**src/rtl/imem_pkg.sv**
```systemverilog
// Shared types and constants for the instruction-memory boot loader.
package imem_pkg;

   localparam int unsigned LEN_W          = 16;
   localparam int unsigned BYTES_PER_WORD = 4;
   localparam int unsigned LANE_W         = $clog2(BYTES_PER_WORD);
   localparam int unsigned WORD_W         = 8 * BYTES_PER_WORD;

   typedef enum logic [2:0] {
      ST_IDLE,
      ST_LEN_LO,
      ST_LEN_HI,
      ST_DATA,
      ST_FINISH
   } state_t;

endpackage

```
**src/rtl/word_packer.sv**
```systemverilog
// Packs a byte stream little-endian into 32-bit words; word_valid pulses for
// one cycle after the fourth byte of each word is strobed in.
module word_packer
   import imem_pkg::*;
(
   input  logic              clk,
   input  logic              rst,
   input  logic [7:0]        data,
   input  logic              strobe,
   input  logic              clear,
   output logic [WORD_W-1:0] word,
   output logic              word_valid,
   output logic              last_lane_c
);

   logic [LANE_W-1:0] lane;
   logic [23:0]       acc;

   // The byte being strobed now completes a word.
   assign last_lane_c = (lane == LANE_W'(BYTES_PER_WORD - 1));

   // Lane counter, byte accumulator and registered word output.
   always_ff @(posedge clk or posedge rst) begin
      if (rst) begin
         lane       <= '0;
         acc        <= '0;
         word       <= '0;
         word_valid <= 1'b0;
      end else begin
         word_valid <= 1'b0;
         if (clear) begin
            lane <= '0;
         end else if (strobe) begin
            lane <= lane + LANE_W'(1);
            case (lane)
               2'd0:    acc[7:0]   <= data;
               2'd1:    acc[15:8]  <= data;
               2'd2:    acc[23:16] <= data;
               default: begin
                  word       <= {data, acc};
                  word_valid <= 1'b1;
               end
            endcase
         end
      end
   end

endmodule

```
**src/rtl/imem_loader.sv**
```systemverilog
// Boot-time loader: receives a length-prefixed byte image and writes it into
// the instruction memory, holding the core until the last word is written.
module imem_loader
   import imem_pkg::*;
#(
   parameter int unsigned DEPTH  = 256,
   parameter int unsigned ADDR_W = 8
)(
   input  logic              clk,
   input  logic              rst,
   input  logic              start,
   input  logic              rx_valid,
   input  logic [7:0]        rx_data,
   output logic              rx_ready,
   output logic              we,
   output logic [ADDR_W-1:0] waddr,
   output logic [WORD_W-1:0] wdata,
   output logic              cpu_hold,
   output logic              busy,
   output logic              done,
   output logic              err
);

   state_t           state;
   logic [7:0]       len_lo;
   logic [LEN_W-1:0] n_words;
   logic [LEN_W-1:0] word_cnt;
   logic             fin_wait;

   logic             xfer;
   logic             pk_strobe;
   logic             pk_clear;
   logic             pk_last_c;
   logic [LEN_W-1:0] len_c;

   assign xfer      = rx_valid && rx_ready;
   assign pk_strobe = xfer && (state == ST_DATA);
   assign pk_clear  = start && (state == ST_IDLE);
   assign len_c     = {rx_data, len_lo};

   // The packer's registered word and strobe drive the memory port directly.
   word_packer u_packer (
      .clk         (clk),
      .rst         (rst),
      .data        (rx_data),
      .strobe      (pk_strobe),
      .clear       (pk_clear),
      .word        (wdata),
      .word_valid  (we),
      .last_lane_c (pk_last_c)
   );

   // Load sequencer with word counter and status flags.
   always_ff @(posedge clk or posedge rst) begin
      if (rst) begin
         state    <= ST_IDLE;
         len_lo   <= '0;
         n_words  <= '0;
         word_cnt <= '0;
         fin_wait <= 1'b0;
         rx_ready <= 1'b0;
         waddr    <= '0;
         cpu_hold <= 1'b1;
         busy     <= 1'b0;
         done     <= 1'b0;
         err      <= 1'b0;
      end else begin
         case (state)
            ST_IDLE: begin
               if (start) begin
                  state    <= ST_LEN_LO;
                  done     <= 1'b0;
                  err      <= 1'b0;
                  cpu_hold <= 1'b1;
                  word_cnt <= '0;
                  rx_ready <= 1'b1;
                  busy     <= 1'b1;
               end
            end
            ST_LEN_LO: begin
               if (xfer) begin
                  len_lo <= rx_data;
                  state  <= ST_LEN_HI;
               end
            end
            ST_LEN_HI: begin
               if (xfer) begin
                  n_words <= len_c;
                  if (len_c == '0) begin
                     state    <= ST_FINISH;
                     rx_ready <= 1'b0;
                  end else if (32'(len_c) > DEPTH) begin
                     // Oversized image: abort with the core still held.
                     state    <= ST_IDLE;
                     err      <= 1'b1;
                     rx_ready <= 1'b0;
                     busy     <= 1'b0;
                  end else begin
                     state <= ST_DATA;
                  end
               end
            end
            ST_DATA: begin
               if (xfer && pk_last_c) begin
                  waddr    <= word_cnt[ADDR_W-1:0];
                  word_cnt <= word_cnt + LEN_W'(1);
                  if (word_cnt == n_words - LEN_W'(1)) begin
                     state    <= ST_FINISH;
                     rx_ready <= 1'b0;
                  end
               end
            end
            ST_FINISH: begin
               // Two cycles here so the final write lands before the core runs.
               if (!fin_wait) begin
                  fin_wait <= 1'b1;
               end else begin
                  fin_wait <= 1'b0;
                  state    <= ST_IDLE;
                  done     <= 1'b1;
                  cpu_hold <= 1'b0;
                  busy     <= 1'b0;
               end
            end
            default: begin
               state    <= ST_IDLE;
               rx_ready <= 1'b0;
               busy     <= 1'b0;
            end
         endcase
      end
   end

endmodule

```
**config.mk**
```make
export PLATFORM = sky130hd
export DESIGN_NAME = imem_loader
export DESIGN_NICKNAME = d
export VERILOG_FILES = /design/src/rtl/imem_pkg.sv /design/src/rtl/word_packer.sv /design/src/rtl/imem_loader.sv
export SDC_FILE = /design/constraint.sdc
export NUM_CORES = 1
export LEC_CHECK = 0
export CAP_MARGIN = 20
export CORE_ASPECT_RATIO = 1.25
export CORE_UTILIZATION = 52
export CTS_CLUSTER_SIZE = 25
export DETAILED_ROUTE_END_ITERATION = 16
export PLACE_DENSITY = 0.81
export SYNTH_ARGS = -nofsm -noshare
export SYNTH_HDL_FRONTEND = slang
export SYNTH_HIERARCHICAL = 1
export SYNTH_SLANG_ARGS = --single-unit
```
**constraint.sdc**
```tcl
create_clock -name clk -period 5.7 [get_ports clk]
set_clock_uncertainty 0.1 [all_clocks]
set_input_delay 1.14 -clock clk [delete_from_list [all_inputs] [get_ports clk]]
set_output_delay 1.14 -clock clk [all_outputs]
set_load 0.1 [all_outputs]
```
==> results.tsv, run 1 <==
metric	value	unit
outcome	finished clean	
floorplan.die.height	116.6	um
cts.sinks	116	
post_synth.cell_area_avg	12.52	um^2
floorplan.die.width	93.66	um
ys_types	44	
rows	41	
clockBufferDepth	2	
final_min_period_over_clock_period	62.84	%
gp_congestion	0.8213	
buffer_ports.inserted	57	
timing.reg2reg.worst_path_depth	7	
via_cell_ratio	5.673	
worst_pin_slew	1.004	ns
crit_path_start_kind	primary input	
post-layout-total-power	4.182	mW
finalHoldWorstSlack	0.4005	ns
drc	0	
final_cell_mix	115 x sky130_fd_sc_hd__dfrtp_1, 60 x sky130_fd_sc_hd__mux2_2, 57 x sky130_fd_sc_hd__clkdlybuf4s50_1	
r2r-end	word_cnt[15]$_DFFE_PP0P_	
worst-endpoint-arrival	3.74	ns
yosys_register_bits	116	
initial_utilization	53.76	%
antennaDiodeCount	0	
cellLeakagePower	3.204	nW
vdd_drop_max	0.4138	mV
grt_pass1_wl	19370	um
setup_repair_after_global_routing_missed_its_margin	no	
final-setup-viol-count	0	
crit_type	in2reg	
grtUsageTotal	23.83	%
syn-instance-count	436	
mappedNetlistArea	5460	um^2
setup.worst_path.end_class	register	
finalWorstPathRequiredPeriod	3.582	ns
synth_sequential_area_ratio	53.19	%
postLayoutCoreUtil	67.54	%
post_layout_nonfiller_instances	640	
via_count_of_the_first_global_routing_pass	3833	
tritoncts	yes	
maximum_fanout_along_the_worst_path	24	
post-dp-hpwl	7379	um
holdPathStages	1	
powerDensity	609.6	nW/um^2
synth_compound_gate_area_share	4.720	%
cap_violations	0	
top_level_ports	58	
post_cts_resize_count	0	
hold_path_end	waddr[4]$_DFFE_PP0P_	
routed_length_per_placed_instance	18.13	um
die_outline_area	10920	um^2
areaGrowthSynthToFinish	25.64	%
fmaxAchievable	0.2792	GHz
synth-warning-count	6	
grt_antenna_before_repair	0	
synth-xor-area-share	5.775	%
simple_gate_share_of_the_synthesized_area	11.16	%
grt_start_max_net_pins	60	
slew_headroom	32.86	%
drive_above_1_share	27.20	%
nFillCells	706	
h-tree-depth	4	
core_area	10160	um^2
postCtsSetupRepairBufs	0	
drt_iter0_drc	285	
mappedNetlistNets	455	
dominant_combinational_cell_family_by_area_after_synthesis	multiplexers	
globalRoute.totalOverflow	0	
drt-total-wl	11600	um
post_cts_hold_buffer_count	0	
r2r_start	state[0]$_DFFE_PP0P_	
required_time_at_the_worst_slack_endpoint	5.86	ns
nNetsFinal	518	
route.antenna.remaining_nets	0	
synth.area.mux_share	20.90	%
timing.final.hold_violations	0	
hold_start	waddr[4]$_DFFE_PP0P_	
total_placed_cells_including_tap_cells	609	
clk_latency	0.41	ns
cts.clk_slew.worst_paths	0.05	ns
reg2reg_setup_slack	2.66	ns
cts_root_buffer	sky130_fd_sc_hd__clkbuf_16	
synth-adder-area-share	1.604	%
finalSetupTns	0	ns
dr_total_vias	3631	
layout.cells.most_common	sky130_fd_sc_hd__dfrtp_1	
final_max_slew_viol_count	0	
hp-class	reg2reg	
seq_area	2904	um^2
tritoncts.num_buffers	17	
detailedRoute.firstPassIterationCount	5	
multi_input_comb_area	2411	um^2
[cells by family after synthesis]
logic type,count (synthesis)
compound gates,43
xor+xnor,36
simple gates,111
buf+inv,31
fa+ha+maj,7
flops,116
mux,92
[through the flow]
stage / worst slack, ns / area, um^2
after floorplan: 2.740 / 5460
after CTS: 2.139 / 6860
after detailed placement: 1.728 / 6142
after global routing: 1.919 / 6860
after global placement: 1.833 / 6122
final: 2.118 / 6860
[registers in the layout (all words and copies together) (netlist names), 2 cells and up]
signal / cells
n_words: 16
u_packer/acc: 24
len_lo: 8
u_packer/word: 32
state: 3
word_cnt: 16
waddr: 8
u_packer/lane: 2
[report_power, final]
part           switching (mW)  internal, mW  leakage, nW  total, mW
Sequential              0.256          1.09         1.52       1.35
Clock                   0.370         0.917        0.346       1.29
Combinational           0.977         0.572         1.34       1.55
[worst max-delay path: stages]
cell and delay [ns]:
sky130_fd_sc_hd__clkdlybuf4s50_1 0.52, sky130_fd_sc_hd__nor2b_1 0.16, sky130_fd_sc_hd__and2_1 0.74, sky130_fd_sc_hd__o2111ai_1 0.30, sky130_fd_sc_hd__nor3_1 0.46, sky130_fd_sc_hd__nand3_1 0.17, sky130_fd_sc_hd__xor2_1 0.17, sky130_fd_sc_hd__nor2_1 0.06
[cell type report]
cell class                 count  share of cell area (%)
clock buffer                  18                   6.402
clock inverter                13                   4.067
inverter                      14                  0.7660
multi-input combinational    289                   35.14
sequential                   116                   42.33
tap                          129                   2.353
timing repair buffer          61                   8.937
[metal layers]
metal / vias to the layer above / routed length [um] / track usage (%) / share of wire (%)
li1: 1667 / - / - / -
met1: 1844 / 4736 / 28.60 / 41
met2: 99 / 6059 / 40.10 / 52
met3: 21 / 607 / 7.617 / 5.2
met4: 0 / 198 / 9.333 / 1.7
met5: - / 0 / 0 / 0
[cell usage after synthesis]
master | n | area, um^2
sky130_fd_sc_hd__or4_4 | 1 | 11.26
sky130_fd_sc_hd__o2111ai_1 | 2 | 17.52
sky130_fd_sc_hd__nand3_1 | 8 | 40.04
sky130_fd_sc_hd__buf_6 | 3 | 33.78
sky130_fd_sc_hd__nand2b_1 | 3 | 18.77
sky130_fd_sc_hd__buf_2 | 2 | 10.01
sky130_fd_sc_hd__and2_1 | 2 | 12.51
sky130_fd_sc_hd__o22a_2 | 1 | 10.01
sky130_fd_sc_hd__xor2_1 | 21 | 183.9
sky130_fd_sc_hd__o22ai_1 | 2 | 12.51
sky130_fd_sc_hd__nor2b_1 | 2 | 12.51
sky130_fd_sc_hd__nor4_1 | 6 | 37.54
sky130_fd_sc_hd__or3_4 | 2 | 22.52
sky130_fd_sc_hd__a221oi_1 | 1 | 8.760
sky130_fd_sc_hd__nor2_1 | 35 | 131.4
sky130_fd_sc_hd__a21oi_1 | 13 | 65.06
sky130_fd_sc_hd__or3b_2 | 1 | 8.760
sky130_fd_sc_hd__dfstp_2 | 1 | 26.28
sky130_fd_sc_hd__dfrtp_1 | 115 | 2878
sky130_fd_sc_hd__or3_1 | 2 | 12.51
sky130_fd_sc_hd__clkbuf_1 | 11 | 41.29
sky130_fd_sc_hd__xnor2_1 | 15 | 131.4
sky130_fd_sc_hd__mux2i_1 | 3 | 30.03
sky130_fd_sc_hd__inv_1 | 14 | 52.55
sky130_fd_sc_hd__o31a_2 | 1 | 10.01
sky130_fd_sc_hd__nand2_1 | 20 | 75.07
sky130_fd_sc_hd__nor3b_1 | 2 | 15.01
sky130_fd_sc_hd__o31ai_1 | 2 | 15.01
sky130_fd_sc_hd__nand3b_1 | 4 | 30.03
sky130_fd_sc_hd__mux2_4 | 29 | 435.4
sky130_fd_sc_hd__nand3b_4 | 1 | 20.02
sky130_fd_sc_hd__nor4_4 | 1 | 21.27
sky130_fd_sc_hd__a31o_2 | 1 | 8.760
sky130_fd_sc_hd__and3_1 | 2 | 12.51
sky130_fd_sc_hd__o21ai_0 | 15 | 75.07
sky130_fd_sc_hd__mux2_2 | 60 | 675.7
sky130_fd_sc_hd__or4_1 | 3 | 22.52
sky130_fd_sc_hd__buf_4 | 1 | 7.510
sky130_fd_sc_hd__ha_1 | 7 | 87.58
sky130_fd_sc_hd__nand4_1 | 5 | 31.28
sky130_fd_sc_hd__o311a_1 | 1 | 10.01
sky130_fd_sc_hd__nand3b_2 | 3 | 33.78
sky130_fd_sc_hd__a31oi_1 | 4 | 25.02
sky130_fd_sc_hd__nor3_1 | 8 | 40.04
[worst max-delay path by stage]
| stage | from | to | slack (ns) |
|---|---|---|---|
| 3_5_place_dp | start | word_cnt[13]$_DFFE_PP0P_ | 1.73 |
| 4_1_cts | start | word_cnt[15]$_DFFE_PP0P_ | 2.14 |
| 5_1_grt | start | word_cnt[15]$_DFFE_PP0P_ | 1.92 |
| 6_report | start | word_cnt[15]$_DFFE_PP0P_ | 2.12 |
| 3_3_place_gp | rx_data[6] | state[1]$_DFFE_PP0P_ | 1.83 |
| 2_1_floorplan | start | u_packer/word[10]$_DFFE_PP0P_ | 2.74 |
No activity file was read; power rests on OpenSTA's default activity.
==> run 2: changes to the inputs <==
--- a/config.mk
+++ b/config.mk
@@ -7,10 +7,10 @@
 export LEC_CHECK = 0
 export CAP_MARGIN = 20
 export CORE_ASPECT_RATIO = 1.25
-export CORE_UTILIZATION = 52
+export CORE_UTILIZATION = 51
 export CTS_CLUSTER_SIZE = 25
 export DETAILED_ROUTE_END_ITERATION = 16
-export PLACE_DENSITY = 0.81
+export PLACE_DENSITY = 0.83
 export SYNTH_ARGS = -nofsm -noshare
 export SYNTH_HDL_FRONTEND = slang
 export SYNTH_HIERARCHICAL = 1
==> constraint.sdc (replaced) <==
create_clock -name clk -period 2.9 [get_ports clk]
set_clock_uncertainty 0.1 [all_clocks]
set_input_delay 0.58 -clock clk [delete_from_list [all_inputs] [get_ports clk]]
set_output_delay 0.58 -clock clk [all_outputs]
set_load 0.1 [all_outputs]
==> results.tsv, run 2 (synthesized netlist as in run 1, its figures left out) <==
metric	value	unit	change
outcome	finished clean		
busiest_layer	met2		
clk_latency	0.41	ns	about the same
slew_headroom	61.37	%	+29 points
critPathSlowestCell	sky130_fd_sc_hd__or4_4		
finalHoldWorstSlack	0.4033	ns	+0.002846 ns
final-setup-viol-count	0		unchanged
drt-total-wl	12220	um	+5.3%
clockBufferDepth	2		unchanged
gp_congestion	0.8755		+6.6%
grt_antenna_before_repair	0		unchanged
drive_above_1_share	39.33	%	+12 points
globalRouteMet2Util	38.63	%	-1.5 points
tritoncts.num_buffers	17		unchanged
antennaDiodeCount	0		unchanged
dr_total_vias	3782		+4.2%
globalRoute.totalOverflow	0		unchanged
die_outline_area	11130	um^2	+1.9%
buffer_ports.inserted	57		unchanged
powerDensity	1155	nW/um^2	+89%
initial_utilization	53.22	%	-0.54 points
worstSetupStartpoint	n_words[4]$_DFFE_PP0P_		
cap_violations	0		unchanged
detailedRoute.firstPassIterationCount	5		unchanged
post-layout-total-power	7.900	mW	+89%
core_area	10260	um^2	+1.0%
setup.worst_path.end_class	register		
h-tree-depth	4		unchanged
floorplan.die.height	117.7	um	+0.96%
final_cell_mix	115 x sky130_fd_sc_hd__dfrtp_1, 69 x sky130_fd_sc_hd__buf_4, 60 x sky130_fd_sc_hd__mux2_2		
dp_slack	-0.2115	ns	-1.940 ns
drc	0		unchanged
final_max_slew_viol_count	0		unchanged
vdd_drop_max	0.8457	mV	+100%
finalWorstPathRequiredPeriod	2.848	ns	
hp-class	reg2reg		
fmaxAchievable	0.3511	GHz	
final_min_period_over_clock_period	98.22	%	
timing.final.hold_violations	0		unchanged
post-dp-hpwl	7992	um	+8.3%
worst_path_setup_slack_after_routing	0.05167	ns	-2.066 ns
drt_iter0_drc	302		+6.0%
layout.cells.most_common	sky130_fd_sc_hd__dfrtp_1		
rows	41		unchanged
top_level_ports	58		unchanged
crit_path_start_kind	register		
hold_start	waddr[5]$_DFFE_PP0P_		
cts_root_buffer	sky130_fd_sc_hd__clkbuf_16		
grt_util_met1	29.25	%	+0.64 points
post_cts_hold_buffer_count	0		unchanged
maximum_fanout_along_the_worst_path	4		-83%
cts.clk_slew.worst_paths	0.05	ns	about the same
register_name_with_the_most_flops	u_packer/word		
postLayoutCoreUtil	66.68	%	-0.86 points
floorplan.die.width	94.55	um	+0.95%
grtUsageMet3	5.685	%	-1.9 points
grt_pass1_wl	19950	um	+3.0%
highest_cell_delay_on_the_worst_timing_path	0.56	ns	-0.18 ns
timing.critical_path.mode_cell	sky130_fd_sc_hd__or3_4		
tritoncts	yes		
largest_register_ff_count	32		unchanged
required_time_at_the_worst_slack_endpoint	3.09	ns	-2.77 ns
r2r_start	n_words[4]$_DFFE_PP0P_		
cts.sinks	116		unchanged
largestRegisters	u_packer/word: 32 flops, u_packer/acc: 24 flops		
routed_length_per_placed_instance	18.43	um	+1.7%
crit_type	reg2reg		
grt_start_max_net_pins	39		-35%
cellLeakagePower	3.350	nW	+4.6%
via_count_of_the_first_global_routing_pass	3910		+2.0%
worst_pin_slew	0.5750	ns	-0.4288 ns
crit_chain	or4_4, or3_4, nor3_1, a31oi_1, or3_4, nor4_4, buf_4, o22ai_1		
critical_path.top_delay_family	simple AND/OR/NAND/NOR gates		
crit_buf_inv	1		unchanged
worst-endpoint-arrival	3.04	ns	-0.70 ns
route.antenna.remaining_nets	0		unchanged
via_cell_ratio	5.704		+0.55%
grtUsageTotal	23.68	%	-0.16 points
nNetsFinal	540		+4.2%
areaGrowthSynthToFinish	25.30	%	
run 2: cell count changes in the layout (fill, tap and decap cells not counted), moves of 2 or more:
cell and change:
sky130_fd_sc_hd__buf_12 +2, sky130_fd_sc_hd__buf_4 +66, sky130_fd_sc_hd__bufinv_16 -5, sky130_fd_sc_hd__clkdlybuf4s50_1 -46, sky130_fd_sc_hd__clkinvlp_4 +4, sky130_fd_sc_hd__inv_6 +3
run 2: worst paths after layout:
check	depth (start not counted)	slack, ns	end
hold reg to reg	1	0.40	waddr[5]$_DFFE_PP0P_
setup / recovery	8	0.05	state[0]$_DFFE_PP0P_
hold / removal	1	0.40	waddr[5]$_DFFE_PP0P_
max in group asynchronous	3	1.51	cpu_hold$_DFFE_PP1P_
setup reg to reg	8	0.05	state[0]$_DFFE_PP0P_
min in group asynchronous	2	0.45	u_packer/word[29]$_DFFE_PP0P_
run 2: layer usage:
layer,vias to the layer above,part of all wire [%]
met5,-,0
met4,0,2.4
met3,34,4.4
met2,127,52
met1,1919,42
li1,1702,-
run 2: through the flow:
step | area, um^2 | setup TNS, ns | cells
after global placement | 6210 | -0.3684 | 630
after global routing | 6842 | -0.05352 | 663
final | 6842 | 0 | 663
after detailed placement | 6210 | -0.5595 | 630
after floorplan | 5460 | 0 | 436
after CTS | 6825 | 0 | 662
run 2: cell type report:
| cell class | count | area, um^2 |
|---|---|---|
| tap | 129 | 161.4 |
| multi-input combinational | 289 | 2420 |
| inverter | 14 | 52.55 |
| sequential | 116 | 2904 |
| clock buffer | 18 | 439.2 |
| timing repair buffer | 83 | 688.2 |
| fill | 700 | 3418 |
| clock inverter | 14 | 176.4 |
run 2: timing repair:
item / in CTS / in global routing
gates resized for setup: 0 / 3
pin swaps: 1 / 2
gates cloned: 0 / 0
buffers inserted: 0 / 1
endpoints found under the setup margin: 1 / 1
run 2: power by group:
part | total, mW | switching, mW | internal, mW
Clock | 2.16 | 0.780 | 1.38
Combinational | 3.11 | 1.98 | 1.13
Sequential | 2.63 | 0.485 | 2.14
Total | 7.90 | 3.25 | 4.65
==> run 3: changes to the inputs <==
--- a/config.mk
+++ b/config.mk
@@ -10,7 +10,7 @@
 export CORE_UTILIZATION = 51
 export CTS_CLUSTER_SIZE = 25
 export DETAILED_ROUTE_END_ITERATION = 16
-export PLACE_DENSITY = 0.83
+export PLACE_DENSITY = 0.8
 export SYNTH_ARGS = -nofsm -noshare
 export SYNTH_HDL_FRONTEND = slang
 export SYNTH_HIERARCHICAL = 1
==> results.tsv, run 3 (synthesized netlist as in run 1, its figures left out) <==
metric	value	unit	change
fmaxAchievable	0.3609	GHz	+2.8%
clockPowerShare	27.7	%	+0.4 points
setup.worst_path.end_class	register		
post_cts_hold_buffer_count	0		unchanged
dp_slack	-0.1976	ns	+0.01386 ns
setup_repair_after_global_routing_missed_its_margin	no		
cts.sinks	116		unchanged
clockBufferDepth	2		unchanged
drive_above_1_share	38.16	%	-1.2 points
worst-endpoint-arrival	2.94	ns	-0.10 ns
nNetsFinal	538		-0.37%
critical_path.top_delay_family	simple AND/OR/NAND/NOR gates		
floorplan.die.height	117.7	um	unchanged
drc	0		unchanged
finalWorstPathRequiredPeriod	2.771	ns	-0.07772 ns
powerDensity	1149	nW/um^2	-0.46%
tritoncts	yes		
h-tree-depth	4		unchanged
areaGrowthSynthToFinish	24.68	%	
initial_utilization	53.22	%	unchanged
final_min_period_over_clock_period	95.54	%	-2.7 points
worstSetupStartpoint	n_words[10]$_DFFE_PP0P_		
drt-total-wl	11430	um	-6.5%
power.switching_fraction	40.03	%	-1.1 points
rows	41		unchanged
nFillCells	746		+6.6%
design_area	6808	um^2	-0.49%
cts.clk_slew.worst_paths	0.06	ns	about the same
postLayoutCoreUtil	66.35	%	-0.33 points
maximum_fanout_along_the_worst_path	5		+1
grt_antenna_before_repair	0		unchanged
top_level_ports	58		unchanged
crit_type	reg2reg		
required_time_at_the_worst_slack_endpoint	3.07	ns	-0.02 ns
postCtsSetupRepairBufs	0		unchanged
grt_start_max_net_pins	60		+54%
internal_power	4.693	mW	+0.93%
drt_iter0_drc	228		-25%
tritoncts.num_buffers	17		unchanged
post-dp-hpwl	7726	um	-3.3%
critPathSlowestCell	sky130_fd_sc_hd__or4_1		
switching_power	3.132	mW	-3.6%
post_cts_resize_count	0		unchanged
crit_buf_inv	1		unchanged
highest_cell_delay_on_the_worst_timing_path	0.60	ns	+0.04 ns
detailedRoute.firstPassIterationCount	4		-1
vdd_drop_max	0.8445	mV	-0.15%
worst_path_setup_slack_after_routing	0.1294	ns	+0.07772 ns
via_cell_ratio	5.632		-1.3%
slew_headroom	51.18	%	-10 points
cts_root_buffer	sky130_fd_sc_hd__clkbuf_16		
layout.cells.most_common	sky130_fd_sc_hd__dfrtp_1		
dpl-instance-area	6190	um^2	-0.32%
crit_path_start_kind	register		
crit_chain	or4_1, nor4_1, buf_4, xnor2_1, nand4_1, nor4_4, o21ai_0		
largestRegisters	u_packer/word: 32 flops, u_packer/acc: 24 flops		
route.antenna.remaining_nets	0		unchanged
cap_violations	0		unchanged
antennaDiodeCount	0		unchanged
final_max_slew_viol_count	0		unchanged
core_area	10260	um^2	unchanged
globalRoute.totalOverflow	0		unchanged
timing.final.hold_violations	0		unchanged
hold_start	u_packer/acc[7]$_DFFE_PP0P_		
hp-class	reg2reg		
buffer_ports.inserted	57		unchanged
seq_power_share	33.5	%	+0.2 points
grt_pass1_wl	18980	um	-4.9%
final_cell_mix	115 x sky130_fd_sc_hd__dfrtp_1, 68 x sky130_fd_sc_hd__buf_4, 60 x sky130_fd_sc_hd__mux2_2		
outcome	finished clean		
finalSetupTns	0	ns	unchanged
clk_latency	0.41	ns	about the same
register_name_with_the_most_flops	u_packer/word		
dr_total_vias	3723		-1.6%
grtUsageTotal	22.50	%	-1.2 points
power.combinational.fraction	38.8	%	-0.6 points
largest_register_ff_count	32		unchanged
gp_congestion	0.8372		-4.4%
via_count_of_the_first_global_routing_pass	3755		-4.0%
worst_pin_slew	0.7323	ns	+0.1572 ns
routed_length_per_placed_instance	17.29	um	-6.2%
cellLeakagePower	3.331	nW	-0.56%
final-setup-viol-count	0		unchanged
die_outline_area	11130	um^2	unchanged
r2r_start	n_words[10]$_DFFE_PP0P_		
floorplan.die.width	94.55	um	unchanged
run 3: metrics by stage:
stage	total power, mW	instances	hold slack [ns]
global placement	5.518	629	0.3734
floorplan	4.963	436	0.3762
finish	7.825	661	0.3972
detailed placement	5.645	629	0.3887
CTS	7.873	661	0.4018
global route	8.165	661	0.4184
run 3: power groups by stage:
stage / combinational, mW / sequential (mW) / clock, mW
finish: 3.04 / 2.62 / 2.17
global route: 3.20 / 2.70 / 2.27
CTS: 3.04 / 2.62 / 2.21
detailed placement: 3.02 / 2.63 / 0
global placement: 2.93 / 2.59 / 0
floorplan: 1.40 / 3.56 / 0
run 3: final timing paths:
| path | cells past startpoint | endpoint | slack (ns) |
|---|---|---|---|
| worst max-delay path | 7 | rx_ready$_DFFE_PP0P_ | 0.13 |
| worst min-delay path | 1 | u_packer/word[7]$_DFFE_PP0P_ | 0.40 |
| worst max register to register | 7 | rx_ready$_DFFE_PP0P_ | 0.13 |
| worst min register to register | 1 | u_packer/word[7]$_DFFE_PP0P_ | 0.40 |
| max in group asynchronous | 3 | u_packer/word[24]$_DFFE_PP0P_ | 1.56 |
| min in group asynchronous | 3 | n_words[15]$_DFFE_PP0P_ | 0.47 |
run 3: worst reg2reg max path: cells and delay by family (launching register included):
family                 cells  cell delay (ns)
XOR/XNOR                   1             0.16
flip-flops                 1             0.42
buffers and inverters      1             0.18
AND/OR/NAND/NOR            4             1.64
AO/OA/AOI/OAI              1             0.14
run 3: metal layers:
layer	wire length (um)	share of wire, %	vias up	GRT usage (%)
met3	533	4.7	18	6.072
li1	-	-	1705	-
met2	5848	51	102	35.91
met5	0	0	-	0
met4	209	1.8	0	8.996
met1	4835	42	1898	28.91
run 3: layout make-up:
cell class | count | area (um^2) | area share, %
sequential | 116 | 2904 | 42.66
multi-input combinational | 289 | 2411 | 35.42
timing repair buffer | 81 | 660.6 | 9.704
clock buffer | 20 | 436.7 | 6.414
clock inverter | 12 | 181.4 | 2.665
tap | 129 | 161.4 | 2.371
inverter | 14 | 52.55 | 0.7719
